### src/rtl/alu_arbiter.sv
// alu_arbiter: shares one fully pipelined ALU between two requesters.
//
// Purpose:
//   Arbitrates two valid/ready requesters onto a single ALU that accepts one
//   operation per cycle and returns its result a fixed LAT cycles later.
//   Contention is resolved round-robin through a 1-bit priority pointer.
//   A LAT-deep shift register remembers which requester owns each result,
//   so that the result is routed back to the correct response port.
//
// Ports:
//   clk, reset                 clock, synchronous active-high reset
//   req0_val/rdy/in0/in1/opsel requester 0 operation handshake and operands
//   req1_val/rdy/in0/in1/opsel requester 1 operation handshake and operands
//   resp0_val, resp1_val       per-requester result valid (no backpressure)
//   resp_data                  shared result data (0 when no result)
//   alu_in0/alu_in1/alu_opsel  operands to the ALU in the issue cycle (0 when idle)
//   alu_out                    ALU result, valid LAT cycles after issue
//   busy                       at least one operation in flight
module alu_arbiter #(
    parameter int W   = 32,
    parameter int LAT = 2
) (
    input  logic         clk,
    input  logic         reset,
    input  logic         req0_val,
    output logic         req0_rdy,
    input  logic [W-1:0] req0_in0,
    input  logic [W-1:0] req0_in1,
    input  logic         req0_opsel,
    input  logic         req1_val,
    output logic         req1_rdy,
    input  logic [W-1:0] req1_in0,
    input  logic [W-1:0] req1_in1,
    input  logic         req1_opsel,
    output logic         resp0_val,
    output logic         resp1_val,
    output logic [W-1:0] resp_data,
    output logic [W-1:0] alu_in0,
    output logic [W-1:0] alu_in1,
    output logic         alu_opsel,
    input  logic [W-1:0] alu_out,
    output logic         busy
);

    // prio = 0: requester 0 wins a tie; prio = 1: requester 1 wins a tie.
    logic           prio;
    logic           grant0;
    logic           grant1;
    logic           grant;

    // In-flight tracking: index 0 is the newest issue, index LAT-1 the oldest.
    logic [LAT-1:0] vld_p;
    logic [LAT-1:0] id_p;

    // Issue stage: arbitration and operand steering
    // Reset masks the grants so nothing can be accepted while reset is high.
    always_comb begin
        grant0 = !reset && req0_val && (!req1_val || !prio);
        grant1 = !reset && req1_val && (!req0_val ||  prio);
        grant  = grant0 || grant1;
    end

    assign req0_rdy = grant0;
    assign req1_rdy = grant1;

    always_comb begin
        alu_in0   = '0;
        alu_in1   = '0;
        alu_opsel = 1'b0;
        if (grant0) begin
            alu_in0   = req0_in0;
            alu_in1   = req0_in1;
            alu_opsel = req0_opsel;
        end else if (grant1) begin
            alu_in0   = req1_in0;
            alu_in1   = req1_in1;
            alu_opsel = req1_opsel;
        end
    end

    // After a grant the pointer moves to the other requester; idle cycles keep it.
    always_ff @(posedge clk) begin
        if (reset) begin
            prio <= 1'b0;
        end else if (grant) begin
            prio <= !grant1;
        end
    end

    // Tracking stages p0 .. p(LAT-1): shift {valid, owner} alongside the ALU pipe
    // Clearing the valids on reset discards in-flight results even though the
    // ALU itself keeps producing them.
    always_ff @(posedge clk) begin
        if (reset) begin
            vld_p <= '0;
            id_p  <= '0;
        end else begin
            vld_p[0] <= grant;
            id_p[0]  <= grant1;
            for (int i = 1; i < LAT; i++) begin
                vld_p[i] <= vld_p[i-1];
                id_p[i]  <= id_p[i-1];
            end
        end
    end

    // Response stage: the oldest entry lines up with alu_out
    always_comb begin
        resp0_val = vld_p[LAT-1] && !id_p[LAT-1];
        resp1_val = vld_p[LAT-1] &&  id_p[LAT-1];
        resp_data = vld_p[LAT-1] ? alu_out : '0;
    end

    assign busy = |vld_p;

endmodule
### config.mk
export PLATFORM = sky130hd
export DESIGN_NAME = alu_arbiter
export DESIGN_NICKNAME = d
export VERILOG_FILES = /design/src/rtl/alu_arbiter.sv
export SDC_FILE = /design/constraint.sdc
export NUM_CORES = 1
export LEC_CHECK = 0
export CORE_AREA = 4 4 101 103
export CTS_CLUSTER_DIAMETER = 30
export CTS_CLUSTER_SIZE = 28
export DETAILED_ROUTE_END_ITERATION = 12
export DIE_AREA = 0 0 105 107
export PLACE_DENSITY_LB_ADDON = 0.08
export SETUP_SLACK_MARGIN = 0.05
export SYNTH_ARGS = -nofsm -noshare
export SYNTH_HDL_FRONTEND = slang
export SYNTH_SLANG_ARGS = --single-unit
export TNS_END_PERCENT = 50
### constraint.sdc
create_clock -name clk -period 1.65 [get_ports clk]
set_input_delay 0.2475 -clock clk [delete_from_list [all_inputs] [get_ports clk]]
set_output_delay 0.2475 -clock clk [all_outputs]
set_load 0.01 [all_outputs]
[Yosys cells after proc, flatten, opt, wreduce, memory -nomap -nowiden]
Cells that the tools add are included.
Storage, ports and cells
  flip-flop bits (word level): 5
  bits in latches: 0
  bits in writable memories: 0
  bits in read-only memories: 0
  output and inout port bits: 102
  logic and storage cells: 26
  memories: 0
Operators by class
  $add $sub $neg: 0
  multiply operators: 0
  divide/modulo/power cells: 0
  $lt $le $gt $ge: 0
  eq/ne operators: 0
  shift operators: 0
  mux-type cells: 7
  bitwise operators: 0
  reduce and logical (&&, ||, !) cells: 16
Operators with widths (number)
  two-way mux 32 bit: 5
  logical AND 1 bit: 6
  zero test 1 bit: 6
  logical OR 1 bit: 3
  two-way mux 1 bit: 2
  OR reduction 2 bit: 1

[Logic depth before layout (Yosys ltp)]
Gate-level depths: netlist of run 1.
  depth in word-level cells: 5
  depth in mapped cells: 6
  depth with buffers taken out: 3

[Worst setup path after synthesis of run 1]
OpenSTA, ideal clock, no wires.
  path type: reg-to-output
  start point: register prio
  end point: output port alu_in0[0]
  arrival: 1094 ps
  slack: 308 ps
  stages on the path, launching flop included: 6
  cells stage by stage: dfxtp_1 nand2b_1 buf_4 buf_2 a32oi_1 nor2_1
On the way
  longest elaborated chain between the ends: 4
  elaborated cells on any way between the ends: 7
Ends and longest elaborated chain
  start: declaration: RTL line 46  | logic prio;
  start signal: assignment: RTL line 86  | prio <= !grant1;
  logical OR 1 bit or zero test 1 bit (tied branches): RTL line 59, 58
  logical AND 1 bit or logical OR 1 bit (tied branches): RTL line 59, 58
  two-way mux 32 bit or logical AND 1 bit (tied branches): RTL line 74, 58
  two-way mux 32 bit *: RTL line 70  | if (grant0) begin
  end: declaration: RTL line 38  | output logic [W-1:0] alu_in0,
Mark *: on every way between the ends. The rest lies on a longest branch, timed or not.

[Worst setup path in the final report of run 1]
  start point: register prio
  end point: output port alu_in0[17]
Same word-level chain as after synthesis.

==> results.sh, run 1 <==
export IMPL_num_rows=35
export IMPL_regArea_um2=101.3
export IMPL_layout_drive_gt1_share_pct=25.36
export IMPL_grt_pass1_vias=2841
export IMPL_setup_viol=66
export IMPL_tns_ps=-7097
export IMPL_boundaryPins=268
export IMPL_worstPathMaxFanout=7
export IMPL_synth_cell_types=14
export IMPL_cts_made_buffers=3
export IMPL_yosys_most_used_dff="dfxtp_1"
export IMPL_tightest_slew_ps=230.5
export IMPL_critPathLaunchType="register"
export IMPL_finalNetCount=656
export IMPL_synth_area_per_cell_um2=6.308
export IMPL_htree_levels=1
export IMPL_grt_max_degree=39
export IMPL_rr_worst_depth=7
export IMPL_cp_arrival_ps=1560
export IMPL_firstDrtPassIters=6
export IMPL_async_flop_share_pct=0
export IMPL_clockBufferDepth=2
export IMPL_grt_use_total_pct=16.89
export IMPL_yosysMostFrequentCell="nor2_1"
export IMPL_drc=0
export IMPL_min_from="id_p[0]"
export IMPL_regToRegSetupSlack_ps=460
export IMPL_hold_viol=0
export IMPL_synth_edff_count=0
export IMPL_start_util_pct=14.75
export IMPL_yosysSeqAreaShare_pct=7.380
export IMPL_netlist_top_cells_count="nor2_1 (70), a32oi_1 (65), and2_1 (33), clkbuf_1 (16), buf_2 (9)"
export IMPL_dp_cells=578
export IMPL_reg2reg_from="prio"
export IMPL_drt_iter0_drc=75
export IMPL_die_width_um=105
export IMPL_grt_pass1_wl_mm=15.32
export IMPL_syn_num_nets=381
export IMPL_viasPerCell=4.737
export IMPL_multi_input_area_um2=1206
export IMPL_detailroute_via_count=2842
export IMPL_synth_warnings=0
export IMPL_regToRegEndpoint="id_p[0]"
export IMPL_synth_simple_area_share_pct=37.64
export IMPL_ys_ff_latch=5
export IMPL_fin_hold_ws_ps=434.6
export IMPL_clock_sinks=5
export IMPL_portBuffers=267
export IMPL_rsz0062_at_grt="true"
export IMPL_synthesis_area_um2=1356
export IMPL_syn2layout_area_growth_pct=219.0
export IMPL_core_area_um2=9196
export IMPL_grt_antenna_before_repair=0
export IMPL_fill_cells=959
export IMPL_worstSkewPairLatency_ps=220
export IMPL_fin_crit_sh_pct=109.4
export IMPL_ant_nets=0
export IMPL_slew_viol_final=0
export IMPL_synthTopCellsByArea="a32oi_1 (42%), nor2_1 (19%), and2_1 (15%), dfxtp_1 (7.4%), clkbuf_1 (4.4%)"
export IMPL_synth_compound_area_share_pct=43.36
export IMPL_required_ps=1400
export IMPL_synth_top_family_by_area="compound AO/OA/AOI/OAI gates"
export IMPL_ctsRootBufferMaster="clkbuf_8"
export IMPL_worstHoldPathCells=1
export IMPL_dieArea_um2=11240
export IMPL_skew_ps=0.2323
export IMPL_fp_dieH_um=107
export IMPL_min_to="id_p[1]"
export IMPL_cts_hold_buf=0
export IMPL_cap_violations=0
export IMPL_synth_xor_area_share_pct=0
export IMPL_wire_per_inst_um=17.50
export IMPL_diodes=0
export IMPL_synth_area_mux_share_pct=0
export IMPL_hpwl_mm=8.057
export IMPL_synth_cells=215
export IMPL_worst_slack_ps=-154.3
export IMPL_synth_fa_ha_area_share_pct=0
export IMPL_fin_cells=600
export IMPL_wirelength_mm=10.50
export IMPL_outcome="finished, violations left"
export IMPL_power_leakage_nw=1.962
export IMPL_finish_utilization_pct=47.05
export IMPL_power_density_nw_per_um2=351.2
export IMPL_cts_tree="built"
export IMPL_cp_end_kind="primary output"
export IMPL_crit_type="register to primary output"
export IMPL_finalWeightedCongestion=0.7492
export IMPL_fmax_mhz=554.2
export IMPL_relSlewSlack_pct=84.64
export IMPL_hold_class="register to register"
export IMPL_yosysTopAreaCell="a32oi_1"
export IMPL_final_min_clock_period_ps=1804
export IMPL_clkTransAtPathRegs_ps=40
export IMPL_violations="setup timing"
export IMPL_synth_top_cell_area_share_pct=41.97
export IMPL_grt_ovfl_total=0
export IMPL_max_vdd_ir_drop_v=0.0001587
-- report_power, final --
group | switching (mW) | total, mW | leakage [nW] | internal (mW)
Combinational | 0.445 | 1.16 | 1.90 | 0.715
Sequential | 0.00393 | 0.133 | 0.0417 | 0.129
Clock | 0.0602 | 0.226 | 0.0228 | 0.166
Total | 0.509 | 1.52 | 1.96 | 1.01
-- cells in the final DEF, fill, tap and decap left out --
cell type,netlist,routed
clkdlybuf4s50_1,0,163
nor2_1,70,70
buf_2,9,69
a32oi_1,65,53
dlygate4sd2_1,0,35
and2_1,33,33
a32oi_2,0,12
buf_4,6,11
buf_12,0,10
buf_6,0,7
nor2b_1,4,4
buf_16,0,4
dfxtp_1,5,4
clkbuf_8,0,3
clkbuf_16,0,2
buf_8,0,2
a21boi_4,0,1
nand2b_4,0,1
nand2_2,0,1
or2_1,1,1
a211oi_1,1,1
clkbuf_1,16,1
dfxtp_2,0,1
-- worst max-delay path by stage --
stage | start | end | slack [ps] | cells after the start
6_report | prio | alu_in0[17] | -150 | 7
5_1_grt | prio | alu_in0[21] | -230 | 9
4_1_cts | prio | alu_in0[26] | -160 | 9
3_5_place_dp | req0_val | alu_in1[27] | -620 | 6
3_3_place_gp | req0_val | alu_in0[20] | -620 | 6
2_1_floorplan | prio | alu_in0[0] | 310 | 5
-- layout make-up --
cell class	count	share of cell area (%)
clock buffers	4	1.041
multi-input cells	177	27.88
flip-flops and latches	5	2.342
well taps	111	3.210
repair buffers	303	65.53
-- layer usage --
layer	track usage [%]	part of all wire [%]
met1	17.65	35
met3	6.020	11
met5	0	0
met2	32.91	53
met4	2.437	0.77
-- critical path, cell delays in order, from the launching register on --
cell and delay [ps]:
dfxtp_2 320, buf_4 130, nand2b_4 160, buf_8 150, buf_4 170, a32oi_1 200
nor2_1 70, buf_2 140
-- kinds of logic (layout without fill, tap and decap cells) --
logic type,Yosys count,count (layout)
compound gates,67,67
flops,5,5
simple gates,110,110
buf+inv,33,307
-- repair_timing --
item	4_1_cts	5_1_grt
endpoints found under the setup margin	101	67
setup buffers	12	0
cloned	5	2
pin swaps	20	20
resized for setup	318	15
-- metrics by stage --
| step | instance area (µm²) | power [mW] | setup slack, ps |
|---|---|---|---|
| floorplan | 1356 | 0.4951 | 308.3 |
| global placement | 4258 | 1.269 | -621.4 |
| detailed placement | 4258 | 1.272 | -616.7 |
| CTS | 4213 | 1.505 | -156.7 |
| global route | 4327 | 1.626 | -231.9 |
| finish | 4327 | 1.520 | -154.3 |
-- state kept, by name (all words and copies together) (netlist names) --
signal,count
id_p,2
prio,1
vld_p,2
Power figures use the tool's default switching activity.
==> run 2: changes to the inputs <==
--- a/config.mk
+++ b/config.mk
@@ -12,6 +12,7 @@
 export DIE_AREA = 0 0 105 107
 export PLACE_DENSITY_LB_ADDON = 0.08
 export SETUP_SLACK_MARGIN = 0.05
+export SLEW_MARGIN = 20
 export SYNTH_ARGS = -nofsm -noshare
 export SYNTH_HDL_FRONTEND = slang
 export SYNTH_SLANG_ARGS = --single-unit
==> results of run 2 <==
The final DEF is identical to that of run 1; final timing and power are the same.
